### src/rtl/dds_phase_gen_pkg.sv
// rtl/dds_phase_gen_pkg.sv - shared constants, state encoding and rounding helper for the DDS phase generator
package dds_phase_gen_pkg;

    localparam int unsigned SYS_CLK_HZ = 100_000_000;
    localparam int FREQ_W    = 20;
    localparam int PHASE_W   = 32;
    localparam int FRAC_BITS = 24;
    localparam int K_W       = 30;
    localparam int PROD_W    = FREQ_W + K_W;
    localparam int CNT_W     = $clog2(FREQ_W);

    // round(2^(PHASE_W+FRAC_BITS) / SYS_CLK_HZ) = 720575940
    localparam logic [63:0] FTW_K_FULL =
        ((64'd1 << (PHASE_W + FRAC_BITS)) + 64'(SYS_CLK_HZ / 2)) / 64'(SYS_CLK_HZ);
    localparam logic [K_W-1:0] FTW_K = FTW_K_FULL[K_W-1:0];

    typedef enum logic [1:0] {
        ST_IDLE = 2'd0,
        ST_CALC = 2'd1,
        ST_LOAD = 2'd2
    } conv_state_e;

    // Round-half-up then drop the fractional bits; the integer part always fits in PHASE_W.
    function automatic logic [PHASE_W-1:0] round_ftw(input logic [PROD_W-1:0] prod);
        logic [PROD_W-1:0] r;
        r = prod + {{(PROD_W-FRAC_BITS){1'b0}}, 1'b1, {(FRAC_BITS-1){1'b0}}};
        return {{(PHASE_W-(PROD_W-FRAC_BITS)){1'b0}}, r[PROD_W-1:FRAC_BITS]};
    endfunction

endpackage

### src/rtl/dds_phase_gen_ftw_mult_seq.sv
// rtl/dds_phase_gen_ftw_mult_seq.sv - LSB-first shift-add multiplier of freq_hz by FTW_K
module dds_phase_gen_ftw_mult_seq
    import dds_phase_gen_pkg::*;
(
    input  logic              clk,
    input  logic              rst_n,
    input  logic              start_i,
    input  logic [FREQ_W-1:0] mcand_i,
    output logic              done_o,
    output logic [PROD_W-1:0] product_o
);

    logic [FREQ_W-1:0] mcand_q,   mcand_d;
    logic [PROD_W-1:0] product_q, product_d;
    logic [CNT_W-1:0]  cnt_q,     cnt_d;
    logic              run_q,     run_d;
    logic              last_bit;

    assign last_bit = (cnt_q == CNT_W'(FREQ_W - 1));

    always_comb begin
        mcand_d   = mcand_q;
        product_d = product_q;
        cnt_d     = cnt_q;
        run_d     = run_q;
        if (start_i) begin
            mcand_d   = mcand_i;
            product_d = '0;
            cnt_d     = '0;
            run_d     = 1'b1;
        end else if (run_q) begin
            if (mcand_q[cnt_q]) begin
                product_d = product_q + ({{FREQ_W{1'b0}}, FTW_K} << cnt_q);
            end
            cnt_d = cnt_q + 1'b1;
            if (last_bit) begin
                run_d = 1'b0;
            end
        end
    end

    always_ff @(posedge clk or negedge rst_n) begin
        if (!rst_n) begin
            mcand_q   <= '0;
            product_q <= '0;
            cnt_q     <= '0;
            run_q     <= 1'b0;
        end else begin
            mcand_q   <= mcand_d;
            product_q <= product_d;
            cnt_q     <= cnt_d;
            run_q     <= run_d;
        end
    end

    // Asserted during the cycle whose edge accumulates the final bit.
    assign done_o    = run_q && last_bit;
    assign product_o = product_q;

endmodule

### src/rtl/dds_phase_gen.sv
// rtl/dds_phase_gen.sv - frequency-to-FTW conversion with atomic FTW update and 32-bit phase accumulator
module dds_phase_gen
    import dds_phase_gen_pkg::*;
(
    input  logic               clk,
    input  logic               rst_n,
    input  logic [FREQ_W-1:0]  freq_hz_i,
    input  logic               enable_i,
    input  logic               phase_clear_i,
    output logic [PHASE_W-1:0] phase_o,
    output logic               wrap_o,
    output logic [PHASE_W-1:0] ftw_o,
    output logic               busy_o
);

    conv_state_e        state_q;
    logic [FREQ_W-1:0]  freq_latched_q;
    logic [PHASE_W-1:0] ftw_q;
    logic               busy_q;
    logic [PHASE_W-1:0] phase_q;
    logic               wrap_q;

    logic               start;
    logic               mult_done;
    logic [PROD_W-1:0]  product;
    logic [PHASE_W:0]   phase_sum;

    assign start = (state_q == ST_IDLE) && (freq_hz_i != freq_latched_q);

    dds_phase_gen_ftw_mult_seq u_mult (
        .clk       (clk),
        .rst_n     (rst_n),
        .start_i   (start),
        .mcand_i   (freq_hz_i),
        .done_o    (mult_done),
        .product_o (product)
    );

    // ftw_q only changes in LOAD, so the accumulator never sees a partial product.
    always_ff @(posedge clk or negedge rst_n) begin
        if (!rst_n) begin
            state_q        <= ST_IDLE;
            freq_latched_q <= '0;
            ftw_q          <= '0;
            busy_q         <= 1'b0;
        end else begin
            case (state_q)
                ST_IDLE: begin
                    if (start) begin
                        freq_latched_q <= freq_hz_i;
                        busy_q         <= 1'b1;
                        state_q        <= ST_CALC;
                    end
                end
                ST_CALC: begin
                    if (mult_done) begin
                        state_q <= ST_LOAD;
                    end
                end
                ST_LOAD: begin
                    ftw_q   <= round_ftw(product);
                    busy_q  <= 1'b0;
                    state_q <= ST_IDLE;
                end
                default: state_q <= ST_IDLE;
            endcase
        end
    end

    assign phase_sum = {1'b0, phase_q} + {1'b0, ftw_q};

    always_ff @(posedge clk or negedge rst_n) begin
        if (!rst_n) begin
            phase_q <= '0;
            wrap_q  <= 1'b0;
        end else if (phase_clear_i) begin
            phase_q <= '0;
            wrap_q  <= 1'b0;
        end else if (enable_i) begin
            phase_q <= phase_sum[PHASE_W-1:0];
            wrap_q  <= phase_sum[PHASE_W];
        end else begin
            wrap_q  <= 1'b0;
        end
    end

    assign phase_o = phase_q;
    assign wrap_o  = wrap_q;
    assign ftw_o   = ftw_q;
    assign busy_o  = busy_q;

endmodule

### config.mk
export PLATFORM = sky130hd
export DESIGN_NAME = dds_phase_gen
export DESIGN_NICKNAME = d
export VERILOG_FILES = /design/src/rtl/dds_phase_gen_pkg.sv /design/src/rtl/dds_phase_gen_ftw_mult_seq.sv /design/src/rtl/dds_phase_gen.sv
export SDC_FILE = /design/constraint.sdc
export NUM_CORES = 1
export LEC_CHECK = 0
export ABC_AREA = 1
export CAP_MARGIN = 20
export CORE_ASPECT_RATIO = 0.9
export CORE_MARGIN = 5
export CORE_UTILIZATION = 30
export CTS_CLUSTER_SIZE = 16
export DETAILED_ROUTE_END_ITERATION = 10
export HOLD_SLACK_MARGIN = 0.02
export PLACE_DENSITY = 0.44
export REMOVE_ABC_BUFFERS = 1
export SLEW_MARGIN = 20
export SYNTH_ARGS = -nofsm -noshare
export SYNTH_HDL_FRONTEND = slang
export SYNTH_HIERARCHICAL = 1
export SYNTH_SLANG_ARGS = --single-unit
### constraint.sdc
create_clock -name clk -period 6 [get_ports clk]
set_clock_uncertainty 0.1 [all_clocks]
set_input_delay 1.2 -clock clk [delete_from_list [all_inputs] [get_ports clk]]
set_output_delay 1.2 -clock clk [all_outputs]
set_load 0.03 [all_outputs]
==> impl_metrics.ini, run 1 <==
[sta]
tightest_slew_ns = 0.9727
fmax_mhz = 211.4
whs_ns = 0.3916
maxSlewViolCount = 0
hold_viol = 0
max-slew-margin-rel_pct = 35.15
setup_viol = 0
post-route-period-util_pct = 78.85
layout_setup_ws_ns = 1.269
grt_setup_unrepaired = false
final.min_clock_period_ns = 4.731
tns_ns = 0

[worst_setup_path]
critical_path_arrival_ns = 4.99
r2r_setup_slack_ns = 1.27
worst-setup-path-type = flop to flop
cp-start-kind = flop
cp_data_required_time_ns = 6.26
path_max_fanout = 21
worstSetupEndpointType = flop

[finish]
diodes = 0
layout.cells.non_filler = 3041
final_util_pct = 34.58
multi_input_area_um2 = 8417
final_common_cell = nand2_1
layout_common_cells = 926 x nand2_1, 402 x inv_1, 198 x nor2_1
n_fill_cell = 5338
syn2layout_area_growth_pct = 14.19
regArea_um2 = 3904
final_area_um2 = 16100
layout-drive-gt1-share_pct = 2.845
nNetsFinal = 2522

[route]
wl_um = 50730
drt_iter0_drc = 833
wl_per_cell_um = 16.68
post-route-drc-count = 0
via_per_inst = 4.687
postRouteAntennaNets = 0
drt_pass1_iterations = 5
dr_total_vias = 14252

[clocking]
cts_buffer_depth = 2
cts_hold_buf = 0
clk_pin_slew_worst_paths_ns = 0.07
clock_sinks = 156
clock_latency_ns = 0.47
ctsResizeCount = 0
root_buffer = clkbuf_16
post-cts-setup-buffer-count = 0
cts.htree.levels = 4
cts_inserted_buffers = 17
cts_tree = built

[place]
portBuffers = 83
dp_slack_ns = 1.052
dp_hpwl_um = 40870
dpl_cell_area_um2 = 15510
dp_cells = 3009
gp_congestion = 0.9664

[power_and_ir_drop]
total_power_mw = 4.553
leakagePower_nw = 8.710
p_per_area_nw_per_um2 = 282.9
peakVddDrop_uv = 175.1

[synth]
syn-cell-area_um2 = 14090
yosysWarnings = 6
synthCells = 2347
post_synth.cell_area_avg_um2 = 6.005

[floorplanning]
rows = 75
die_area_um2 = 51420
coreArea_um2 = 46540
fp.dieH_um = 215.6
die_w_um = 238.5
pin_count = 90
start_util_pct = 30.28

[global_route]
grt_use_total_pct = 19.71
grt_pass1_wl_um = 79100
antenna_found_initial = 0
grt_max_degree = 78
overflow = 0
grt_pass1_vias = 13707

[hold_path]
hp-class = flop to flop

[flow_run]
drv_cap = 0

[status]
status = completed
==> cell type report <==
| class | instances | share of cell area, % |
|---|---|---|
| inverters | 405 | 9.445 |
| repair buffers | 92 | 5.589 |
| flip-flops and latches | 156 | 24.25 |
| clock inverters | 13 | 0.8162 |
| multi-input cells | 1740 | 52.29 |
| clock buffers | 19 | 2.814 |
| well taps | 616 | 4.789 |
==> sequential cells by signal (all words and copies together), names as in the netlist, 2 cells and up <==
register / count
ftw_o: 26
u_mult/mcand_q: 20
u_mult/product_o: 48
state_q: 2
phase_o: 32
u_mult/cnt_q: 5
freq_latched_q: 20
==> where the power goes <==
part           internal, mW  switching [mW]
combinational         0.673            1.30
clock                 0.603           0.528
sequential             1.21           0.246
total                  2.48            2.07
==> worst max-delay path, stage by stage (launching register included) <==
cell,delay (ns)
dfrtp_1,0.88
inv_2,0.39
ha_1,0.46
nand2_1,0.10
o21ai_0,0.11
o21ai_0,0.43
o21ai_0,0.33
ha_1,0.47
nand2_1,0.12
nor2_1,0.17
inv_1,0.09
nor2_1,0.26
nand2_1,0.21
nand2_1,0.12
nand2_1,0.10
nand3_1,0.08
nand2_1,0.05
nand3_1,0.06
nand2_1,0.06
==> routing by layer <==
metal / wire, um / part of all wire [%] / GRT usage (%) / vias to the layer above
li1: - / - / - / 7378
met1: 25240 / 50 / 28.08 / 6557
met2: 22320 / 44 / 30.92 / 264
met3: 2048 / 4.0 / 3.255 / 53
met4: 1119 / 2.2 / 5.528 / 0
met5: 0 / 0 / 0 / -
==> final timing paths <==
check	from	endpoint	depth (start not counted)
min	u_mult/product_o[6]$_DFFE_PN0P_	u_mult/product_o[6]$_DFFE_PN0P_	2
max	u_mult/cnt_q[0]$_DFFE_PN0N_	u_mult/product_o[49]$_DFFE_PN0P_	18
max reg2reg	u_mult/cnt_q[0]$_DFFE_PN0N_	u_mult/product_o[49]$_DFFE_PN0P_	18
min reg2reg	u_mult/product_o[6]$_DFFE_PN0P_	u_mult/product_o[6]$_DFFE_PN0P_	2
min in group asynchronous	rst_n	phase_o[1]$_DFFE_PN0P_	1
max in group asynchronous	rst_n	u_mult/mcand_q[14]$_DFFE_PN0P_	2
Note: power is estimated with default switching activity, not from simulation.
==> run 2, diff against run 1 <==
clock period = 4.47 ns   (was 6 ns; I/O delays follow)
==> run 2 against run 1 <==
Net effect: sequential power up 36%; global-route usage up 0.57 points; critical endpoint is now u_mult/product_o[43]$_DFFE_PN0P_; sequential cell count unchanged; die area unchanged; utilization up 0.33 points; wire length up 2.9%; via count up 0.38%; largest cell class unchanged.
==> impl_metrics.ini, run 2 (synthesized netlist as in run 1, its figures left out) <==
[status]
status = completed

[route]
post-route-drc-count = 0
dr_total_vias = 14306
wl_per_cell_um = 17.03
via_per_inst = 4.671
drt_iter0_drc = 1031
postRouteAntennaNets = 0
drt_pass1_iterations = 5
wl_um = 52180

[power_and_ir_drop]
p_per_area_nw_per_um2 = 380.5
peakVddDrop_uv = 295.7
total_power_mw = 6.184
leakagePower_nw = 8.796

[place]
dp_hpwl_um = 42250
gp_congestion = 1.004
dp_slack_ns = 0.5003
portBuffers = 83
dpl_cell_area_um2 = 15680

[worst_setup_path]
critical_path_arrival_ns = 4.28
worstSetupEndpointType = flop
cp_data_required_time_ns = 4.74
worst-setup-path-type = flop to flop
cp-start-kind = flop
path_max_fanout = 16

[finish]
nNetsFinal = 2544
syn2layout_area_growth_pct = 15.29
layout_common_cells = 926 x nand2_1, 402 x inv_1, 198 x nor2_1
final_common_cell = nand2_1
diodes = 0
final_util_pct = 34.91
final_area_um2 = 16250
largest_reg_flops = 48
layout-drive-gt1-share_pct = 3.637

[clocking]
clock_latency_ns = 0.49
cts_inserted_buffers = 17
clk_pin_slew_worst_paths_ns = 0.07
post-cts-setup-buffer-count = 0
cts_buffer_depth = 2
cts_hold_buf = 0
cts_tree = built
root_buffer = clkbuf_16
cts.htree.levels = 4
clock_sinks = 156
ctsResizeCount = 0

[floorplanning]
pin_count = 90
fp.dieH_um = 215.6
rows = 75
coreArea_um2 = 46540
start_util_pct = 30.28
die_area_um2 = 51420
die_w_um = 238.5

[global_route]
antenna_found_initial = 0
grt_pass1_vias = 13820
grt_use_total_pct = 20.28
grt_max_degree = 70
overflow = 0
grt_pass1_wl_um = 80830

[sta]
layout_setup_ws_ns = 0.4605
hold_viol = 0
tightest_slew_ns = 0.8408
grt_setup_unrepaired = false
final.min_clock_period_ns = 4.009
setup_viol = 0
post-route-period-util_pct = 89.70
maxSlewViolCount = 0
fmax_mhz = 249.4
max-slew-margin-rel_pct = 43.89
tns_ns = 0

[hold_path]
hp-class = primary input to async pin

[flow_run]
drv_cap = 0
-- run 2: cell type report --
type | instances | area, um^2
fill | 5232 | 30300
clock buffer | 18 | 429.2
tap | 616 | 770.7
multi-input combinational | 1740 | 8412
timing repair buffer | 114 | 1077
inverter | 405 | 1520
clock inverter | 14 | 136.4
sequential | 156 | 3904
-- run 2: path summary, 6_finish.rpt --
kind / startpoint / end / slack (ns) / depth (start not counted)
worst max register to register: u_mult/cnt_q[2]$_DFFE_PN0N_ / u_mult/product_o[43]$_DFFE_PN0P_ / 0.46 / 16
max in group asynchronous: rst_n / u_mult/product_o[2]$_DFFE_PN0P_ / 3.12 / 2
worst min-delay path: rst_n / phase_o[1]$_DFFE_PN0P_ / 0.34 / 1
worst min register to register: freq_latched_q[5]$_DFFE_PN0P_ / freq_latched_q[5]$_DFFE_PN0P_ / 0.40 / 2
worst max-delay path: u_mult/cnt_q[2]$_DFFE_PN0N_ / u_mult/product_o[43]$_DFFE_PN0P_ / 0.46 / 16
min in group clk: freq_latched_q[5]$_DFFE_PN0P_ / freq_latched_q[5]$_DFFE_PN0P_ / 0.40 / 2
-- run 2: metal layers --
| metal | routed length, um | vias up | track usage (%) | part of all wire [%] |
|---|---|---|---|---|
| met5 | 0 | - | 0 | 0 |
| met4 | 755 | 0 | 4.227 | 1.4 |
| met3 | 2056 | 35 | 3.536 | 3.9 |
| met2 | 23860 | 231 | 33.23 | 46 |
| met1 | 25500 | 6631 | 28.22 | 49 |
| li1 | - | 7409 | - | - |
-- run 2: worst max-delay path: stages (launching register included) --
cell and delay [ns]:
dfrtp_1 0.73, inv_1 0.20, buf_4 0.22, o21ai_0 0.49, o21ai_0 0.14, inv_1 0.10
o21ai_0 0.17, ha_1 0.48, nand2_1 0.13, nor2_1 0.22, nand2_1 0.16, nor3_1 0.27
nand3_1 0.18, nand3_1 0.14, nand2_1 0.06, nand3_1 0.07, nand2_1 0.05
-- run 2: metrics by stage --
| stage | hold slack, ns | std cells |
|---|---|---|
| global placement | 0.3738 | 3031 |
| finish | 0.3434 | 3063 |
| floorplan | 0.3553 | 2301 |
| detailed placement | 0.3800 | 3031 |
| CTS | 0.3417 | 3063 |
| global route | 0.3801 | 3063 |
-- run 2: report_power, final --
| group | total (mW) | internal, mW | switching (mW) | leakage [nW] |
|---|---|---|---|---|
| sequential | 1.97 | 1.62 | 0.350 | 1.90 |
| combinational | 2.71 | 0.929 | 1.78 | 6.63 |
| clock | 1.50 | 0.776 | 0.728 | 0.267 |
